==> config.mk <==
export PLATFORM = sky130hd
export DESIGN_NAME = uart_wb_slave
export DESIGN_NICKNAME = d
export VERILOG_FILES = /design/src/rtl/uart_wb_slave.sv
export SDC_FILE = /design/constraint.sdc
export NUM_CORES = 1
export LEC_CHECK = 0
export CAP_MARGIN = 20
export CORE_MARGIN = 2
export CORE_UTILIZATION = 43
export DETAILED_ROUTE_END_ITERATION = 16
export GPL_TIMING_DRIVEN = 0
export PLACE_DENSITY_LB_ADDON = 0.25
export REMOVE_ABC_BUFFERS = 1
export SLEW_MARGIN = 15
export SYNTH_ARGS = -nofsm -noshare
export SYNTH_HDL_FRONTEND = slang
export SYNTH_SLANG_ARGS = --single-unit
==> constraint.sdc <==
create_clock -name wb_clk_i -period 3.7 [get_ports wb_clk_i]
set_input_delay 1.11 -clock wb_clk_i [delete_from_list [all_inputs] [get_ports wb_clk_i]]
set_output_delay 1.11 -clock wb_clk_i [all_outputs]
set_load 0.1 [all_outputs]
==> src/rtl/uart_wb_slave.sv <==
// UART with a zero-wait-state 8-bit register port: 8N1 receiver and transmitter,
// BAUD_DIV clock cycles per bit, level interrupt on received data.
// Optional build macro UART_TX_IRQ_EN adds a tx_done status bit (bit 4),
// a tx_ie control bit (bit 1) and the matching interrupt term.
module uart_wb_slave #(
  parameter int unsigned BAUD_DIV = 434
) (
  input  logic       wb_clk_i,
  input  logic       rst_n_i,
  input  logic       wb_cyc_i,
  input  logic       wb_we_i,
  input  logic [1:0] wb_addr_i,
  input  logic [7:0] wb_datw_i,
  output logic [7:0] wb_datr_o,
  output logic       int_o,
  input  logic       rx_i,
  output logic       tx_o
);

  localparam logic [15:0] BIT_RELOAD  = 16'(BAUD_DIV - 1);
  localparam logic [15:0] HALF_RELOAD = 16'(BAUD_DIV / 2 - 1);

  typedef enum logic [1:0] {RX_IDLE, RX_START, RX_DATA, RX_STOP} rx_state_t;
  typedef enum logic [1:0] {TX_IDLE, TX_START, TX_DATA, TX_STOP} tx_state_t;

  // Bus decode: every edge with wb_cyc_i high is one complete access.
  logic rd_data, rd_status, wr_data, wr_ctrl;
  assign rd_data   = wb_cyc_i & ~wb_we_i & (wb_addr_i == 2'd0);
  assign rd_status = wb_cyc_i & ~wb_we_i & (wb_addr_i == 2'd1);
  assign wr_data   = wb_cyc_i &  wb_we_i & (wb_addr_i == 2'd0);
  assign wr_ctrl   = wb_cyc_i &  wb_we_i & (wb_addr_i == 2'd2);

  // Register state
  logic [7:0] rx_data;
  logic       rx_valid, overrun, frame_err, rx_ie;
  logic       tx_busy;
  logic       tx_done, tx_ie;

  // ---------------------------------------------------------------------------
  // RX input synchronizer plus one history flop for falling-edge detection
  // ---------------------------------------------------------------------------
  logic rx_meta, rx_sync, rx_prev;

  // Two-flop synchronizer; rx_prev holds the previous synchronized sample.
  always_ff @(posedge wb_clk_i or negedge rst_n_i) begin
    if (!rst_n_i) begin
      rx_meta <= 1'b1;
      rx_sync <= 1'b1;
      rx_prev <= 1'b1;
    end else begin
      rx_meta <= rx_i;
      rx_sync <= rx_meta;
      rx_prev <= rx_sync;
    end
  end

  // ---------------------------------------------------------------------------
  // RX FSM
  // ---------------------------------------------------------------------------
  rx_state_t   rx_state, rx_state_nx;
  logic [15:0] rx_cnt, rx_cnt_nx;
  logic [2:0]  rx_bits, rx_bits_nx;
  logic [7:0]  rx_shift, rx_shift_nx;
  logic        rx_done, rx_stop_ok;

  // RX state, bit counter and shift register.
  always_ff @(posedge wb_clk_i or negedge rst_n_i) begin
    if (!rst_n_i) begin
      rx_state <= RX_IDLE;
      rx_cnt   <= '0;
      rx_bits  <= '0;
      rx_shift <= '0;
    end else begin
      rx_state <= rx_state_nx;
      rx_cnt   <= rx_cnt_nx;
      rx_bits  <= rx_bits_nx;
      rx_shift <= rx_shift_nx;
    end
  end

  // RX next state: half-bit wait to the start-bit centre, then full bit periods.
  always_comb begin
    rx_state_nx = rx_state;
    rx_cnt_nx   = rx_cnt;
    rx_bits_nx  = rx_bits;
    rx_shift_nx = rx_shift;
    rx_done     = 1'b0;
    rx_stop_ok  = 1'b0;
    case (rx_state)
      RX_IDLE: begin
        if (rx_prev && !rx_sync) begin
          rx_state_nx = RX_START;
          rx_cnt_nx   = HALF_RELOAD;
        end
      end
      RX_START: begin
        if (rx_cnt != '0) begin
          rx_cnt_nx = rx_cnt - 16'd1;
        end else if (rx_sync) begin
          rx_state_nx = RX_IDLE;
        end else begin
          rx_state_nx = RX_DATA;
          rx_cnt_nx   = BIT_RELOAD;
          rx_bits_nx  = '0;
        end
      end
      RX_DATA: begin
        if (rx_cnt != '0) begin
          rx_cnt_nx = rx_cnt - 16'd1;
        end else begin
          rx_shift_nx = {rx_sync, rx_shift[7:1]};
          rx_cnt_nx   = BIT_RELOAD;
          if (rx_bits == 3'd7) rx_state_nx = RX_STOP;
          else                 rx_bits_nx  = rx_bits + 3'd1;
        end
      end
      RX_STOP: begin
        if (rx_cnt != '0) begin
          rx_cnt_nx = rx_cnt - 16'd1;
        end else begin
          rx_state_nx = RX_IDLE;
          rx_done     = 1'b1;
          rx_stop_ok  = rx_sync;
        end
      end
      default: rx_state_nx = RX_IDLE;
    endcase
  end

  // Receive status: a completing byte takes priority over a same-edge data read,
  // and that read counts as consuming the old byte, so no overrun is flagged.
  always_ff @(posedge wb_clk_i or negedge rst_n_i) begin
    if (!rst_n_i) begin
      rx_data   <= '0;
      rx_valid  <= 1'b0;
      overrun   <= 1'b0;
      frame_err <= 1'b0;
    end else begin
      if (rd_status) begin
        overrun   <= 1'b0;
        frame_err <= 1'b0;
      end
      if (rx_done && rx_stop_ok) begin
        rx_data  <= rx_shift;
        rx_valid <= 1'b1;
        if (rx_valid && !rd_data) overrun <= 1'b1;
      end else begin
        if (rx_done) frame_err <= 1'b1;
        if (rd_data) rx_valid  <= 1'b0;
      end
    end
  end

  // ---------------------------------------------------------------------------
  // TX FSM
  // ---------------------------------------------------------------------------
  tx_state_t   tx_state, tx_state_nx;
  logic [15:0] tx_cnt, tx_cnt_nx;
  logic [2:0]  tx_bits, tx_bits_nx;
  logic [7:0]  tx_shift, tx_shift_nx;
  logic        tx_line, tx_line_nx;
  logic        tx_end;

  assign tx_busy = (tx_state != TX_IDLE);
  assign tx_o    = tx_line;

  // TX state, counter, shift register and registered serial line.
  always_ff @(posedge wb_clk_i or negedge rst_n_i) begin
    if (!rst_n_i) begin
      tx_state <= TX_IDLE;
      tx_cnt   <= '0;
      tx_bits  <= '0;
      tx_shift <= '0;
      tx_line  <= 1'b1;
    end else begin
      tx_state <= tx_state_nx;
      tx_cnt   <= tx_cnt_nx;
      tx_bits  <= tx_bits_nx;
      tx_shift <= tx_shift_nx;
      tx_line  <= tx_line_nx;
    end
  end

  // TX next state: line value for each bit is loaded at the edge that starts it.
  always_comb begin
    tx_state_nx = tx_state;
    tx_cnt_nx   = tx_cnt;
    tx_bits_nx  = tx_bits;
    tx_shift_nx = tx_shift;
    tx_line_nx  = tx_line;
    tx_end      = 1'b0;
    case (tx_state)
      TX_IDLE: begin
        if (wr_data) begin
          tx_state_nx = TX_START;
          tx_cnt_nx   = BIT_RELOAD;
          tx_shift_nx = wb_datw_i;
          tx_bits_nx  = '0;
          tx_line_nx  = 1'b0;
        end
      end
      TX_START: begin
        if (tx_cnt != '0) begin
          tx_cnt_nx = tx_cnt - 16'd1;
        end else begin
          tx_state_nx = TX_DATA;
          tx_cnt_nx   = BIT_RELOAD;
          tx_line_nx  = tx_shift[0];
          tx_shift_nx = {1'b0, tx_shift[7:1]};
          tx_bits_nx  = '0;
        end
      end
      TX_DATA: begin
        if (tx_cnt != '0) begin
          tx_cnt_nx = tx_cnt - 16'd1;
        end else begin
          tx_cnt_nx = BIT_RELOAD;
          if (tx_bits == 3'd7) begin
            tx_state_nx = TX_STOP;
            tx_line_nx  = 1'b1;
          end else begin
            tx_line_nx  = tx_shift[0];
            tx_shift_nx = {1'b0, tx_shift[7:1]};
            tx_bits_nx  = tx_bits + 3'd1;
          end
        end
      end
      TX_STOP: begin
        if (tx_cnt != '0) begin
          tx_cnt_nx = tx_cnt - 16'd1;
        end else begin
          tx_state_nx = TX_IDLE;
          tx_end      = 1'b1;
        end
      end
      default: begin
        tx_state_nx = TX_IDLE;
        tx_line_nx  = 1'b1;
      end
    endcase
  end

  // ---------------------------------------------------------------------------
  // Control register and optional transmit-done interrupt
  // ---------------------------------------------------------------------------
  // Receive interrupt enable.
  always_ff @(posedge wb_clk_i or negedge rst_n_i) begin
    if (!rst_n_i)     rx_ie <= 1'b1;
    else if (wr_ctrl) rx_ie <= wb_datw_i[0];
  end

`ifdef UART_TX_IRQ_EN
  // tx_done: end of stop bit sets it (winning over a same-edge clear).
  always_ff @(posedge wb_clk_i or negedge rst_n_i) begin
    if (!rst_n_i) begin
      tx_done <= 1'b0;
      tx_ie   <= 1'b0;
    end else begin
      if (wr_data || rd_status) tx_done <= 1'b0;
      if (tx_end)               tx_done <= 1'b1;
      if (wr_ctrl)              tx_ie   <= wb_datw_i[1];
    end
  end
`else
  assign tx_done = 1'b0;
  assign tx_ie   = 1'b0;
`endif

  assign int_o = (rx_valid & rx_ie) | (tx_done & tx_ie);

  // Read mux, combinational from the address and current register state.
  always_comb begin
    wb_datr_o = '0;
    case (wb_addr_i)
      2'd0:    wb_datr_o = rx_data;
      2'd1:    wb_datr_o = {3'b000, tx_done, frame_err, overrun, tx_busy, rx_valid};
      2'd2:    wb_datr_o = {6'b000000, tx_ie, rx_ie};
      default: wb_datr_o = '0;
    endcase
  end

endmodule

==> summary.md, run 1 <==
| Metric | Value |
|---|---|
| CTS Buf Count | `9` |
| CTS tree | `yes` |
| Final Max Slew Viols | `0` |
| Actual slew at the worst max-slew pin | `just under 1 ns` |
| Fraction of registers with async set or reset after synthesis | `100%` |
| Worst IR Drop VDD | `between 0.4 and 0.5 mV` |
| Non-Filler Instances | `approximately 560` |
| All-layer global routing usage | `between 10% and 20%` |
| Slew margin rel. | `35.2%` |
| Worst Hold Launch | `rx_meta` |
| Netlist cell types | `56` |
| Vias in the first global route | `3,103` |
| P&R area growth vs syn | `13.2%` |
| Post-DR wirelength/cell | `14.5 um` |
| Tmin final | `3.59 ns` |
| Std cell rows | `35` |
| Critical path's slowest cell | `clkdlybuf4s50_1` |
| Number of flops mapped to enable cells by yosys | `0` |
| Crit. path cell count | `4` |
| Cell chosen for the clock root | `clkbuf_8` |
| Share of the synthesized area in the top cell type | `42.5%` |
| Mapped Avg Cell Area | `9.70 sq um` |
| Fillers | `between 800 and 900` |
| Die W | `slightly above 100 um` |
| Initial antenna violation count | `0` |
| DRT antenna net count | `0` |
| Vias/cell | `5.60` |
| DRT iter0 DRCs | `96` |
| Die area | `10,200 sq um` |
| CP Buf/Inv Count | `2` |
| Largest net degree at the start of global routing | `41` |
| Worst reg2reg startpoint | `rx_cnt[0]` |
| Final hold violations | `0` |
| Worst Skew | `0.0137 ns` |
| Reg-to-reg slack, setup | `about 0.76 ns` |
| Post-CTS Setup Inserts | `0` |
| Routed wire length | `about 8000 um` |
| Fmax | `279 MHz` |
| Finish-stage setup viols | `0` |
| Synth Flop Type | `dfrtp_1` |
| Worst skew pair latency | `between 0.3 and 0.4 ns` |
| First-pass GRT wire length | `~14,000 um` |
| CP startpoint kind | `input port` |
| IO buf count | `24` |
| CP Capture Type | `output port` |
| Worst EP required | `around 2.6 ns` |
| Sink Count | `74` |
| Area of the core | `a little over 9000 sq um` |
| Min-Delay Path Class | `reg -> reg` |
| Post-Synthesis Cell Area | `just over 4000 sq um` |
| DPL Wire Length | `5770 um` |
| Final instance area | `roughly 4600 sq um` |
| Max-cap violations | `0` |
| CP Cell Sequence | `clkdlybuf4s50_1 > mux2i_1 > nor2_1 > clkbuf_4` |
| Bufs on Longest Clock Path | `2` |
| Worst setup path category | `in -> out` |
| CP Max Fanout | `10` |
| Placed instance area | `4410 sq um` |
| Die H | `around 100 um` |
| DR DRC count | `0` |
| Hold Path Depth | `0` |
| Grt total ovfl | `0` |
| Largest delay share family, worst path | `buffers and inverters` |
| Final net count | `470` |
| Placed cells | `~540` |
| PD cells | `816 nW/um^2` |
| Gpl congestion | `around 0.85` |
| Seq/Total Area, Yosys | `45.7%` |
| Status | `complete, no violations` |
| Crit share post-route | `about 97%` |
| RSZ-0062 raised after global routing | `no` |
| Top Ports | `25` |
| CP startpoint | `wb_addr_i[0]` |
| Post-synthesis cell count | `419` |
| Starting Density | `about 44%` |
| Worst Reg-to-Reg Cells | `7` |
| Static leakage | `between 0.002 and 0.0025 uW` |
| Largest cells by area after synthesis | `dfrtp_1 43%, mux2_2 5.3%, ha_1 4.9%` |
| H-tree depth | `3` |
| Cell taking the most area after synthesis | `dfrtp_1` |
| Initial DRT Pass Iterations | `4` |
| Worst-path clk slew | `approximately 0.070 ns` |
| Layout cells sized above 1 | `a little over an eighth` |
| Max stage delay on crit path | `0.75 ns` |
| Critical path arrival | `approximately 2.5 ns` |
| Antenna Cells | `0` |
| Yosys Warn Count | `0` |
| Vias | `3,108` |
| Setup TNS | `0 ns` |
| Yosys reg bits | `74` |
[per-layer routing]
| layer | global-route usage (%) | share of wire (%) |
|---|---|---|
| met1 | 22.9 | 48 |
| met3 | 4.42 | 2.7 |
| met5 | 0 | 0 |
| met4 | 5.09 | 1.2 |
| met2 | 27.8 | 48 |
[cells in the mapped netlist (3+ instances only)]
cell type and instances:
o211ai_1 3, a21o_1 5, dfrtp_1 69, inv_1 20
a21oi_1 21, o21ai_0 35, buf_2 4, o22a_1 4
nor2b_1 4, a21boi_0 3, ha_1 16, dfstp_2 5
o31a_1 3, nor2_1 37, nor3_1 12, mux2_2 19
or3_1 8, mux2i_1 16, nand2_1 35, nand2b_1 6
o31ai_1 8, nor4_1 4, or4_1 5, nor3b_1 6
and2_1 7, clkbuf_1 13, nand3_1 10
[final timing paths]
check / to
worst max-delay path: wb_datr_o[1]
worst min-delay path: rx_sync
min in group asynchronous: tx_cnt[14]
max in group asynchronous: rx_meta
worst min register to register: rx_sync
worst max register to register: rx_bits[0]
[worst reg2reg max path, delay by kind of cell, from the launching register on]
| kind | cells | cell delay, ns |
|---|---|---|
| AND/OR/NAND/NOR | 4 | 1.71 |
| flip-flops | 1 | 0.41 |
| multiplexers | 1 | 0.37 |
| adder cells (fa/ha/maj) | 1 | 0.24 |
| buffers and inverters | 1 | 0.09 |
[through the flow]
| stage | hold WS (ns) | worst slack [ns] | utilization (%) | power [uW] |
|---|---|---|---|---|
| after floorplan | 0.345 | -0.725 | - | 2670 |
| after global placement | 0.345 | -1.07 | 47.6 | 3040 |
| after detailed placement | 0.356 | -0.873 | 48.0 | 3140 |
| after CTS | 0.367 | 0.0637 | 49.8 | 3770 |
| after global routing | 0.375 | 0.0134 | 50.0 | 4100 |
| final | 0.365 | 0.110 | 50.0 | 3750 |
[area by class of cell]
cell class                 instances  area [sq um]  area share [%]
tap                              111           139            3.02
clock buffer                      11           141            3.07
multi-input combinational        308          2080            45.2
sequential                        74          1860            40.4
timing repair buffer              26           251            5.47
inverter                          20          75.1            1.63
clock inverter                     5          55.1            1.20
[layout by cell type, fill, tap and decap left out, types with 8 or more instances in the layout]
cell,synthesis,layout
a21oi_1,21,21
nor2_1,37,36
inv_1,20,20
nor3_1,12,12
mux2i_1,16,16
clkbuf_8,0,10
or3_1,8,8
o21ai_0,35,35
dfrtp_1,69,69
clkdlybuf4s50_1,0,14
o31ai_1,8,8
nand2_1,35,35
ha_1,16,16
mux2_2,19,19
nand3_1,10,10
[kinds of logic after synthesis]
group	share of synthesized area, %
compound gates	16.5
fa+ha+maj	4.93
buf+inv	3.54
xor+xnor	0.431
simple gates	19.7
mux	9.21
flops	45.7
[registers in the layout, summed over array words and instances, names as in the netlist, 2 cells and up, named ones only]
signal    flops
rx_bits       3
rx_cnt       16
rx_data       8
rx_shift      8
tx_bits       3
tx_cnt       16
tx_shift      8
tx_state      2
[what timing repair did]
action                                  in CTS  in global routing
gates cloned                                 0                  0
resized for setup                           46                  6
hold buffers                                 0                  0
endpoints found under the hold margin        0                  0
endpoints found under the setup margin       8                  8
[where the power goes]
part / total (uW) / leakage (uW) / internal, uW / switching (uW)
Combinational: 1860 / 0.00103 / 731 / 1130
Sequential: 1260 / 0.000959 / 1040 / 216
Clock: 630 / 0.0000953 / 328 / 302
Total: 3750 / 0.00209 / 2100 / 1650
No activity file was read; power rests on OpenSTA's default activity.
==> run 2, diff against run 1 <==
CORE_UTILIZATION = 45   (was 43)
SLEW_MARGIN = 20   (was 15)
==> run 2 against run 1 <==
  * First-iteration DRC count increased by 53%
  * Clock skew decreased by 0.0044 ns
  * Non-clock buffer count did not move
  * Routed wire length rose by 2.5%
  * Clock power grew 15%
  * Critical path type unchanged
==> summary.md, run 2 (synthesized netlist as in run 1, its figures left out) <==
| Metric | Value |
|---|---|
| Worst IR Drop VDD | `0.459 mV (+12%)` |
| Sw Ratio | `42.8% (-1.2 points)` |
| P&R area growth vs syn | `14.3%` |
| Max stage delay on crit path | `0.71 ns (-0.04 ns)` |
| Vias in the first global route | `3,150 (+1.5%)` |
| Sink Count | `74 (unchanged)` |
| Min-Delay Path Class | `reg -> reg` |
| Pre-CTS WS | `-0.879 ns (-0.00596 ns)` |
| Initial antenna violation count | `0 (unchanged)` |
| Slew margin rel. | `33.1% (-2.1 points)` |
| CTS tree | `yes` |
| Largest net degree at the start of global routing | `57 (+39%)` |
| RSZ-0062 raised after global routing | `yes` |
| Worst Reg-to-Reg Cells | `8 (+1)` |
| Grt total ovfl | `0 (unchanged)` |
| Worst-path clk slew | `0.07 ns (about the same)` |
| Static leakage | `0.00210 uW (+0.83%)` |
| Non-Filler Instances | `552 (-0.54%)` |
| Worst setup path category | `in -> out` |
| Crit share post-route | `97.8% (+0.78 points)` |
| CP Max Fanout | `9 (-1)` |
| Layout cells sized above 1 | `13.7% (+0.23 points)` |
| Final Max Slew Viols | `0 (unchanged)` |
| CTS Buf Count | `9 (unchanged)` |
| Die area | `9800 sq um (-4.3%)` |
| Initial DRT Pass Iterations | `4 (unchanged)` |
| Post-DR wirelength/cell | `14.9 um (+3.0%)` |
| Area of the core | `8720 sq um (-5.2%)` |
| First-pass GRT wire length | `14,500 um (+2.2%)` |
| Vias/cell | `5.71 (+2.0%)` |
| Setup TNS | `0 ns (unchanged)` |
| Worst Skew | `0.00931 ns (-0.00439 ns)` |
| Final net count | `470 (unchanged)` |
| Final design utilization | `53.2% (+3.2 points)` |
| Regs by FF count | `rx_cnt: 16 flops, tx_cnt: 16 flops` |
| Post-CTS Setup Inserts | `0 (unchanged)` |
| Worst Hold Launch | `rx_meta` |
| Fmax | `276 MHz (-0.80%)` |
| CP Capture Type | `output port` |
| Routed wire length | `8230 um (+2.5%)` |
| Most common cell after layout, fill and taps aside | `dfrtp_1` |
| Placed cells | `536 (-0.56%)` |
| Hold_buf cts | `0 (unchanged)` |
| Critical path's slowest cell | `clkdlybuf4s50_1` |
| Std cell rows | `34 (-2.9%)` |
| PD cells | `832 nW/um^2 (+2.0%)` |
| All-layer global routing usage | `18.1% (+0.89 points)` |
| Combinational share of power | `48.5% (-1.1 points)` |
| Cell chosen for the clock root | `clkbuf_8` |
| DRT iter0 DRCs | `147 (+53%)` |
| Die W | `99.0 um (-2.2%)` |
| Actual slew at the worst max-slew pin | `1.00 ns (+0.0345 ns)` |
| Setup WS post-layout | `0.0810 ns (-0.0288 ns)` |
| Worst skew pair latency | `0.34 ns (about the same)` |
| CP Buf/Inv Count | `2 (unchanged)` |
| Sequential Power Share | `32.7% (-0.9 points)` |
| Gpl congestion | `0.859 (+1.3%)` |
| Finish-stage setup viols | `0 (unchanged)` |
| Worst reg2reg startpoint | `rx_cnt[0]` |
| IO buf count | `24 (unchanged)` |
| Hold Path Depth | `0 (unchanged)` |
| Final hold violations | `0 (unchanged)` |
| Top Ports | `25 (unchanged)` |
| Bufs on Longest Clock Path | `2 (unchanged)` |
| H-tree depth | `3 (unchanged)` |
| DR DRC count | `0 (unchanged)` |
| Status | `complete, no violations` |
| Vias | `3,154 (+1.5%)` |
| DPL Wire Length | `5920 um (+2.6%)` |
| Tmin final | `3.62 ns (+0.0288 ns)` |
| Clock power frac | `18.8% (+2.0 points)` |
| Fillers | `798 (-3.6%)` |
| DRT antenna net count | `0 (unchanged)` |
| Int Power | `2210 uW (+5.1%)` |
| Reg-to-reg slack, setup | `0.71 ns (-0.05 ns)` |
| CP startpoint kind | `input port` |
| Net switching power figure | `1650 uW (+0.26%)` |
| Worst EP required | `2.59 ns (about the same)` |
| Critical path arrival | `2.51 ns (+0.03 ns)` |
| Largest delay share family, worst path | `buffers and inverters` |
| WHS Endpoint | `rx_sync` |
| Most frequent cells in the layout | `69 x dfrtp_1, 36 x nor2_1, 35 x o21ai_0, 35 x nand2_1, 21 x a21oi_1` |
| CP Cell Sequence | `clkdlybuf4s50_1 > mux2i_1 > o21ai_0 > clkbuf_4` |
| Worst r2r dst | `rx_cnt[5]` |
| Post-cts resize count | `46 (unchanged)` |
| Die H | `99.0 um (-2.2%)` |
| Max-cap violations | `0 (unchanged)` |
| Antenna Cells | `0 (unchanged)` |
| Starting Density | `46.6% (+2.4 points)` |
-- run 2: changes by cell type in the layout (fill, tap and decap cells not counted), sizes merged --
cell,delta
clkdlybuf4s50,+1
clkinv,-1
dlymetal6s2s,-1
bufinv,+1
clkinvlp,-1
clkbuf,+1
-- run 2: cell type report --
class                           count  area [sq um]  area share (%)
Multi-Input combinational cell    308          2080            44.8
Sequential cell                    74          1860            40.0
Timing Repair Buffer               26           256            5.53
Clock buffer                       12           165            3.56
Tap cell                          108           135            2.91
Inverter                           20          75.1            1.62
Clock inverter                      4          72.6            1.56
-- run 2: metrics by stage --
| stage | power, uW | area (sq um) | hold WS (ns) |
|---|---|---|---|
| after floorplan | 2670 | 3990 | 0.345 |
| after global routing | 4210 | 4640 | 0.371 |
| after global placement | 3040 | 4370 | 0.346 |
| after detailed placement | 3140 | 4420 | 0.354 |
| after CTS | 3880 | 4630 | 0.366 |
| final | 3860 | 4640 | 0.362 |
-- run 2: worst max path at each step --
stage,from,end,slack [ns],cells after the start
after global placement,rst_n_i,rx_bits[0],-1.07,1
after floorplan,wb_addr_i[1],wb_datr_o[0],-0.72,2
final,wb_addr_i[1],wb_datr_o[0],0.08,4
after detailed placement,wb_addr_i[0],wb_datr_o[5],-0.88,4
after global routing,wb_addr_i[1],wb_datr_o[0],-0.0007,4
after CTS,wb_addr_i[1],wb_datr_o[0],0.04,4
-- run 2: power groups by stage --
stage	registers, uW	clock network [uW]	logic [uW]
global route	1300	788	2120
CTS	1260	755	1870
finish	1260	727	1870
detailed placement	1270	0	1860
global placement	1260	0	1780
floorplan	1260	0	1410
-- run 2: per-layer routing --
metal  up-vias  GRT usage, %  wire, um
met5         -             0         0
met4         0          6.22       138
met3        18          4.26       258
met2        56          30.4      4000
met1      1516          22.9      3830
li1       1564             -         -
==> run 3, diff against run 2 <==
ABC_AREA = 1   (was unset)
CTS_CLUSTER_SIZE = 10   (was unset)
==> run 3 against run 2 <==
  * Fmax is 0.28% higher
  * Register-to-register slack improved by 0.44 ns
  * Non-clock buffer count decreased by 1
  * Clock-buffer cell count fell by 3
  * Flip-flop and latch count unchanged
  * Utilization is 1.5 points lower
  * Combinational power about the same
  * Largest power group unchanged
  * Highest routed layer unchanged
==> summary.md, run 3 <==
| Metric | Value |
|---|---|
| Final Max Slew Viols | `0 (unchanged)` |
| CP Capture Type | `output port` |
| Pre-CTS WS | `-0.760 ns (+0.119 ns)` |
| Die W | `104 um (+5.2%)` |
| Netlist cell types | `33 (-41%)` |
| Fraction of registers with async set or reset after synthesis | `100% (unchanged)` |
| Vias/cell | `4.99 (-13%)` |
| H-tree depth | `3 (unchanged)` |
| Most common cell after layout, fill and taps aside | `nand2_1` |
| Count leader, synth | `nand2_1` |
| Most frequent cells in the layout | `200 x nand2_1, 80 x inv_1, 75 x nor2_1` |
| Int Power | `1900 uW (-14%)` |
| All-layer global routing usage | `18.8% (+0.68 points)` |
| Worst Reg-to-Reg Cells | `8 (unchanged)` |
| Die area | `10,900 sq um (+11%)` |
| Layout cells sized above 1 | `10.0% (-3.7 points)` |
| Critical path arrival | `2.50 ns (about the same)` |
| Std cell rows | `36 (+5.9%)` |
| DRT iter0 DRCs | `259 (+76%)` |
| Combinational share of power | `51.1% (+2.6 points)` |
| Bufs on Longest Clock Path | `2 (unchanged)` |
| Worst EP required | `2.59 ns (about the same)` |
| Fmax | `277 MHz (+0.28%)` |
| Synth Flop Type | `dfrtp_1` |
| Critical path's slowest cell | `clkdlybuf4s50_1` |
| Post-synthesis cell count | `619 (+48%)` |
| DPL Wire Length | `6830 um (+15%)` |
| Worst Skew | `0.00953 ns (+0.000222 ns)` |
| CTS Buf Count | `9 (unchanged)` |
| Sequential Power Share | `31.1% (-1.6 points)` |
| Largest net degree at the start of global routing | `44 (-23%)` |
| PD cells | `729 nW/um^2 (-12%)` |
| Yosys Warn Count | `0 (unchanged)` |
| Cell taking the most area after synthesis | `dfrtp_1` |
| Mapped Avg Cell Area | `7.30 sq um (-25%)` |
| CP Max Fanout | `7 (-2)` |
| Actual slew at the worst max-slew pin | `0.968 ns (-0.0350 ns)` |
| CP startpoint kind | `input port` |
| Seq/Total Area, Yosys | `41.1% (-4.6 points)` |
| Regs by FF count | `rx_cnt: 16 flops, tx_cnt: 16 flops` |
| Routed wire length | `9380 um (+14%)` |
| Final net count | `676 (+44%)` |
| Starting Density | `46.2% (-0.36 points)` |
| Initial DRT Pass Iterations | `5 (+1)` |
| Status | `complete, no violations` |
| Post-CTS Setup Inserts | `0 (unchanged)` |
| Worst IR Drop VDD | `0.395 mV (-14%)` |
| Gpl congestion | `0.909 (+5.8%)` |
| Worst hold margin | `0.367 ns (+0.00504 ns)` |
| Area of the core | `9770 sq um (+12%)` |
| Final hold violations | `0 (unchanged)` |
| RSZ-0062 raised after global routing | `yes` |
| Cell chosen for the clock root | `clkbuf_8` |
| Initial antenna violation count | `0 (unchanged)` |
| Min-Delay Path Class | `reg -> reg` |
| Vias | `3,906 (+24%)` |
| Finish-stage setup viols | `0 (unchanged)` |
| Worst-path clk slew | `0.09 ns (+0.02 ns)` |
| Worst skew pair latency | `0.36 ns (+0.02 ns)` |
| Largest cells by area after synthesis | `dfrtp_1 38%, nand2_1 17%, inv_1 6.6%` |
| Antenna Cells | `0 (unchanged)` |
| DRT antenna net count | `0 (unchanged)` |
| Max-cap violations | `0 (unchanged)` |
| Static leakage | `0.00263 uW (+25%)` |
| Die H | `104 um (+5.2%)` |
| Top Ports | `25 (unchanged)` |
| Yosys reg bits | `74 (unchanged)` |
| IO buf count | `24 (unchanged)` |
| Setup WS post-layout | `0.0911 ns (+0.0101 ns)` |
| Post-Synthesis Cell Area | `4520 sq um (+11%)` |
| Crit share post-route | `97.5% (-0.27 points)` |
| CP Cell Sequence | `clkdlybuf4s50_1 > nor2_2 > inv_1 > nor2_1 > buf_4` |
| Hold Path Depth | `0 (unchanged)` |
| CTS tree | `yes` |
| Sink Count | `74 (unchanged)` |
| Share of the synthesized area in the top cell type | `38.2% (-4.3 points)` |
| Top cells by count, synth | `200 x nand2_1, 80 x inv_1, 75 x nor2_1, 69 x dfrtp_1, 50 x nand3_1` |
| Net switching power figure | `1790 uW (+8.1%)` |
| Max stage delay on crit path | `0.47 ns (-0.24 ns)` |
| Vias in the first global route | `3,882 (+23%)` |
| Worst setup path category | `in -> out` |
| DR DRC count | `0 (unchanged)` |
| Slew margin rel. | `35.3% (+2.1 points)` |
| Grt total ovfl | `0 (unchanged)` |
| Clock power frac | `17.8% (-1.0 points)` |
| Post-DR wirelength/cell | `12.0 um (-20%)` |
| Number of flops mapped to enable cells by yosys | `0 (unchanged)` |
| Sw Ratio | `48.5% (+5.7 points)` |
| P&R area growth vs syn | `11.9%` |
| First-pass GRT wire length | `17,000 um (+17%)` |
| Tmin final | `3.61 ns (-0.0101 ns)` |
run 3: cell count changes after synthesis, sizes merged, moves of 16 or more:
cell / change
nor2: +48
nand2: +171
inv: +63
nand4: +20
mux2i: -16
mux2: -19
nand3: +42
run 3: logic make-up after synthesis:
family	count (synthesis)	synth area share [%]
flip-flops	74	41.1
AO/OA/AOI/OAI	54	7.42
AND/OR/NAND/NOR	372	36.7
adder cells (fa/ha/maj)	16	4.43
XOR/XNOR	10	1.94
buffers and inverters	93	8.34
run 3: repair_timing:
action | in CTS | in global routing
gates resized for setup | 46 | 2
hold buffers | 0 | 0
endpoints found under the setup margin | 8 | 5
endpoints found under the hold margin | 0 | 0
run 3: worst paths after layout:
kind                              start           end  slack, ns
hold reg to reg                 rx_meta       rx_sync       0.37
setup / recovery           wb_addr_i[1]  wb_datr_o[7]       0.09
min in group asynchronous       rst_n_i     tx_cnt[0]       0.68
hold / removal                  rx_meta       rx_sync       0.37
max in group asynchronous       rst_n_i       rx_prev       2.39
setup reg to reg            tx_state[0]   tx_shift[0]       1.15
run 3: area by class of cell:
cell class / count / area [sq um]
fill: 986 / 4720
multi-input combinational: 452 / 2280
sequential: 74 / 1860
inverter: 83 / 312
timing repair buffer: 25 / 238
tap: 133 / 166
clock buffer: 9 / 124
clock inverter: 7 / 76.3
run 3: metal layers:
layer  track usage [%]  routed length [um]  vias to the layer above
met5                 0                   0                        -
met4              6.95                 114                        0
met3              3.26                 342                       12
met2              31.3                4450                       54
met1              24.5                4480                     1834
li1                  -                   -                     2006
run 3: metrics by stage:
| step | cells | power (uW) | cell area [sq um] | TNS [ns] | util (%) |
|---|---|---|---|---|---|
| 2_1_floorplan | 609 | 2610 | 4450 | -0.298 | - |
| 3_3_place_gp | 766 | 2990 | 4860 | -86.52 | 49.7 |
| 3_5_place_dp | 767 | 3040 | 4880 | -5.70 | 49.9 |
| 4_1_cts | 783 | 3700 | 5050 | 0 | 51.7 |
| 5_1_grt | 783 | 4070 | 5060 | -0.0840 | 51.7 |
| 6_report | 783 | 3690 | 5060 | 0 | 51.7 |
run 3: worst max-delay path, delay by kind of cell:
kind	cells	cell delay, ns
buffers and inverters	3	0.93
and+or+nand+nor	2	0.44
run 3: power by group through the flow:
stage | Combinational [uW] | Sequential, uW | Clock [uW]
floorplan | 1450 | 1160 | 0
global placement | 1830 | 1160 | 0
detailed placement | 1870 | 1160 | 0
CTS | 1880 | 1150 | 673
global route | 2180 | 1170 | 713
finish | 1880 | 1150 | 656
